$ cat config.mk
export PLATFORM = sky130hd
export DESIGN_NAME = store_align
export DESIGN_NICKNAME = d
export VERILOG_FILES = /design/src/rtl/store_align.sv
export SDC_FILE = /design/constraint.sdc
export NUM_CORES = 1
export LEC_CHECK = 0
export BUFFER_PORTS_ARGS = -buffer_cell sky130_fd_sc_hd__buf_2
export CAP_MARGIN = 20
export CORE_ASPECT_RATIO = 2
export CORE_MARGIN = 5
export CORE_UTILIZATION = 40
export CTS_CLUSTER_SIZE = 16
export DETAILED_ROUTE_END_ITERATION = 10
export RECOVER_POWER = 100
export SLEW_MARGIN = 20
export SYNTH_ARGS = -nofsm -noshare
export SYNTH_HDL_FRONTEND = slang
export SYNTH_SLANG_ARGS = --single-unit
$ cat constraint.sdc
create_clock -name clk -period 2.21 [get_ports clk]
set_clock_uncertainty 0.2 [all_clocks]
set_input_delay 0 -clock clk [delete_from_list [all_inputs] [get_ports clk]]
set_output_delay 0 -clock clk [all_outputs]
set_load 0.03 [all_outputs]
$ cat src/rtl/store_align.sv
// Store-path alignment and data-memory bus sequencer: positions store data into
// byte lanes, builds strobes, and issues one or two word beats over req/gnt.
module store_align #(
  parameter int REG_WIDTH_IN_BYTE = 4,
  parameter int REG_WIDTH_IN_BIT  = REG_WIDTH_IN_BYTE * 8
) (
  input  logic                         clk,
  input  logic                         rst_n,
  input  logic                         st_valid,
  output logic                         st_ready,
  input  logic [31:0]                  st_addr,
  input  logic [REG_WIDTH_IN_BIT-1:0]  st_data,
  input  logic [2:0]                   st_funct3,
  output logic                         mem_req,
  input  logic                         mem_gnt,
  output logic [31:0]                  mem_addr,
  output logic [REG_WIDTH_IN_BIT-1:0]  mem_wdata,
  output logic [REG_WIDTH_IN_BYTE-1:0] mem_wstrb,
  output logic                         st_done,
  output logic                         st_err,
  output logic                         busy,
  output logic [2:0]                   dbg_state
);

  localparam int W = REG_WIDTH_IN_BIT;
  localparam int B = REG_WIDTH_IN_BYTE;

  // Handshakes: a store is taken when st_valid && st_ready in the same cycle;
  // a bus beat completes when mem_req && mem_gnt. mem_req, once raised, stays
  // high with a stable payload until granted.

  typedef enum logic [2:0] {
    S_IDLE  = 3'd0,
    S_BEAT0 = 3'd1,
    S_BEAT1 = 3'd2,
    S_DONE  = 3'd3,
    S_ERR   = 3'd4
  } state_t;

  state_t state_q, state_d;

  logic [31:0]    addr_q;
  logic [W-1:0]   wdata_q;
  logic [W-1:0]   hi_data_q;
  logic [2*B-1:0] mask_q;

  logic           accept;
  logic           legal;
  logic           beat_hs;
  logic [1:0]     off;
  logic [B-1:0]   base;
  logic [2*W-1:0] wide_in;
  logic [2*B-1:0] mask_in;

  assign off     = st_addr[1:0];
  assign accept  = st_valid && st_ready;
  assign beat_hs = mem_req && mem_gnt;

  always_comb begin
    legal = 1'b1;
    base  = '0;
    case (st_funct3)
      3'b000:  base = 4'b0001;
      3'b001:  base = 4'b0011;
      3'b010:  base = 4'b1111;
      default: legal = 1'b0;
    endcase
  end

  assign wide_in = {{W{1'b0}}, st_data} << {off, 3'b000};
  assign mask_in = {{B{1'b0}}, base} << off;

  always_comb begin
    state_d = state_q;
    case (state_q)
      S_IDLE:  if (accept) state_d = legal ? S_BEAT0 : S_ERR;
      S_BEAT0: if (beat_hs) state_d = (mask_q[2*B-1:B] != '0) ? S_BEAT1 : S_DONE;
      S_BEAT1: if (beat_hs) state_d = S_DONE;
      S_DONE:  state_d = S_IDLE;
      S_ERR:   state_d = S_IDLE;
      default: state_d = S_IDLE;
    endcase
  end

  always_ff @(posedge clk or negedge rst_n) begin
    if (!rst_n) begin
      state_q   <= S_IDLE;
      addr_q    <= '0;
      wdata_q   <= '0;
      hi_data_q <= '0;
      mask_q    <= '0;
    end else begin
      state_q <= state_d;
      if (accept && legal) begin
        addr_q    <= {st_addr[31:2], 2'b00};
        wdata_q   <= wide_in[W-1:0];
        hi_data_q <= wide_in[2*W-1:W];
        mask_q    <= mask_in;
      end else if (state_q == S_BEAT0 && beat_hs && mask_q[2*B-1:B] != '0) begin
        // Second beat: next word, wrapping at the top of the address space.
        addr_q  <= addr_q + 32'd4;
        wdata_q <= hi_data_q;
      end
    end
  end

  assign st_ready  = (state_q == S_IDLE);
  assign busy      = (state_q != S_IDLE);
  assign mem_req   = (state_q == S_BEAT0) || (state_q == S_BEAT1);
  assign mem_addr  = addr_q;
  assign mem_wdata = wdata_q;
  assign mem_wstrb = (state_q == S_BEAT0) ? mask_q[B-1:0] :
                     (state_q == S_BEAT1) ? mask_q[2*B-1:B] : '0;
  assign st_done   = (state_q == S_DONE);
  assign st_err    = (state_q == S_ERR);
  assign dbg_state = state_q;

endmodule

==> run summary <==
Antenna Nets Post-Route -> 0
Total design power -> 8.658 mW
RR Startpoint -> dbg_state[0]$_DFFE_PN0P_
Fill count -> 1245
Post-synth top area share -> 46.75%
Fin worst setup slack -> 0.07210 ns
Initial antenna violation count -> 0
Die area -> 15350 um2
Most frequently used flop master after synthesis -> dfrtp_1
Yosys cell types -> 43
Initial Utilization -> 40.70%
Worst EP required -> 2.23 ns
Pint -> 4.712 mW
Std cell rows -> 58
Fin. max-slew vios -> 0
Multi-input logic area -> 2571 um2
Cell Area, Synth -> 5139 um2
Yosys reg bits -> 96
Skew-Pair Late Insertion Delay -> 0.34 ns
Period Utilization, post-route -> 96.74%
F_max -> 0.4677 GHz
GRT Util Overall -> 21.26%
Setup violators final -> 0
Synthesized instance count -> 584
CP Launch Point -> st_addr[0]
Max-Cap Viols -> 0
Area growth syn-to-layout -> 41.20%
Sink Count -> 96
CTS tree -> done
Register area share after synthesis -> 46.75%
Io pins -> 147
Routed wire per std cell -> 16.71 um
Register area -> 2402 um2
Clk pwr share -> 18.5%
Synth Warn # -> 0
Die Height -> 170.3 um
CP arrival -> 2.16 ns
Crit start category -> primary input
Critical path type -> primary input to flip-flop
Min-delay src -> st_addr[16]
Clock tree buffer depth -> 2
Most area-consuming cells after synthesis -> dfrtp_1 (47%), nand2_1 (10%), o21ai_0 (4.5%)
I/O Buffers -> 144
Syn_area_per_cell -> 8.799 um2
Total routed wirelength -> 16360 um
Post-synth EDFFs -> 0
DRC Markers -> 0
Post-Place Worst Slack -> 0.1307 ns
Pin count of the biggest net entering global routing -> 67
Final worst path period need -> 2.138 ns
Core box area -> 12630 um2
Via count -> 5085
Cell taking the most area after synthesis -> dfrtp_1
Detailed Place HPWL -> 11420 um
Gp weighted congestion -> 0.8308
TritonCTS Buffers -> 9
Combinational fraction of design power -> 45.6%
Post-layout util -> 57.46%
Global route overflow -> 0
Sw Ratio -> 45.57%
PD cells -> 1193 nW/um2
H-tree levels -> 3
Crit end category -> flip-flop
Leakage -> 3.238 nW
1st-pass router iterations -> 4
Asr flop ratio synth -> 100.0%
Die width -> 90.15 um
DR vias/cell -> 5.194
Seq pwr share -> 35.8%
First-pass GRT wire length -> 26680 um
1st-iter DRT viols -> 118
Antenna Cells -> 0
Share of cells above drive strength 1 -> 19.54%
Clk slew on worst S/H paths -> 0.07 ns
Status -> finished, final reports clean
Worst slew margin -> 38.03%
Sw Pwr -> 3.946 mW
Layout Nets -> 896
RSZ-0062 raised after global routing -> true
Tightest Hold Check Type -> primary input to flip-flop
Vias in the first global route -> 5303
Hold Fails Final Rpt -> 0
Worst-Margin Slew -> 0.9295 ns
Crit path max fanout -> 14
Clock Tree Root -> clkbuf_16
Worst VDD drop -> 0.0006348 V
[cell families (layout without fill, tap and decap cells)]
kind of cell	count (synthesis)	in the layout	share of synthesized area (%)
adder cells (fa/ha/maj)	1	1	0.2434
buffers and inverters	44	288	4.164
other	1	2	0.07298
AND/OR/NAND/NOR	285	285	25.66
multiplexers	37	37	7.645
XOR/XNOR	29	29	4.943
AO/OA/AOI/OAI	91	91	10.52
flip-flops	96	96	46.75
[state kept, by name, summed over array words and instances, names as in the netlist]
register,cells
mem_wdata,32
mem_addr,30
hi_data_q,24
mask_q,7
dbg_state,3
[power by group through the flow]
| stage | clock (mW) | combinational, mW | sequential [mW] |
|---|---|---|---|
| after floorplan | 0 | 1.48 | 4.17 |
| after global placement | 0 | 3.94 | 3.08 |
| after detailed placement | 0 | 4.00 | 3.12 |
| after CTS | 1.65 | 4.14 | 3.09 |
| after global routing | 1.73 | 4.28 | 3.21 |
| final | 1.60 | 3.95 | 3.10 |
[cell usage in the layout, fill, tap and decap left out, types with 6 or more instances in the layout]
cell | synthesis | routed
and4_1 | 7 | 7
nand3_1 | 31 | 32
mux2_2 | 18 | 18
clkbuf_1 | 14 | 72
and3_1 | 10 | 9
nand4_1 | 6 | 6
nor3_1 | 16 | 15
a21oi_1 | 10 | 10
o21ai_0 | 46 | 47
dfrtp_1 | 96 | 96
mux2i_1 | 19 | 19
dlygate4sd3_1 | 0 | 83
xnor2_1 | 24 | 24
nand2_1 | 140 | 140
buf_2 | 15 | 70
clkbuf_16 | 0 | 9
buf_4 | 8 | 32
a31oi_1 | 15 | 15
nor2_1 | 47 | 47
[through the flow]
stage                     instance area (um2)  hold WS [ns]  setup TNS (ns)  cells
after floorplan                          5154       -0.4956               0    585
after global placement                   6173       -0.2264               0    877
after detailed placement                 6173       -0.2291               0    877
after CTS                                7327        0.1837               0    977
after global routing                     7256        0.2069       -0.004981    979
final                                    7256        0.1975               0    979
[metal layers]
layer	wire, um	part of all wire (%)	track usage [%]
met3	655	4.0	3.759
met2	9144	56	40.05
met4	265	1.6	7.194
met5	0	0	0
met1	6292	38	23.81
[Yosys cell counts (all sizes together), types with 5 or more instances]
library cell    n
and4            7
buf            25
clkbuf         14
a31oi          15
and3           10
a21oi          10
nand4           7
nand2b          5
dfrtp          96
a221oi          7
mux2i          19
nor2           47
nor3           17
xnor2          24
mux2           18
o21ai          48
nand2         141
inv             5
xor2            5
nand3          32
nor4            6
[layout make-up]
type | count | share of cell area (%)
timing repair buffer | 267 | 24.38
tap | 150 | 2.587
clock buffer | 9 | 3.104
inverter | 5 | 0.3104
sequential | 96 | 33.11
clock inverter | 7 | 1.069
multi-input combinational | 445 | 35.44
[critical path, cell delays in order]
cell           delay, ns
dlygate4sd3_1       0.52
buf_2               0.18
buf_6               0.20
mux2_2              0.35
dlygate4sd3_1       0.57
a221oi_1            0.28
nor2_1              0.06
[path summary, 6_finish.rpt]
| kind | to | slack, ns | cells after the start |
|---|---|---|---|
| worst max-delay path | hi_data_q[2]$_DFFE_PN0P_ | 0.07 | 7 |
| worst max register to register | hi_data_q[2]$_DFFE_PN0P_ | 0.17 | 6 |
| max in group asynchronous | mem_wdata[10]$_DFFE_PN0P_ | 0.37 | 4 |
| worst min register to register | hi_data_q[11]$_DFFE_PN0P_ | 0.27 | 2 |
| worst min-delay path | mem_addr[16]$_DFFE_PN0P_ | 0.20 | 4 |
| min in group asynchronous | mem_addr[26]$_DFFE_PN0P_ | 0.75 | 4 |
[repair_timing]
| action | in CTS | in global routing |
|---|---|---|
| setup buffers | 0 | 2 |
| hold buffers | 84 | 0 |
| setup endpoints to repair | 0 | 10 |
| resized for setup | 0 | 10 |
| hold endpoints to repair | 192 | 0 |
No activity file was read; power rests on OpenSTA's default activity.
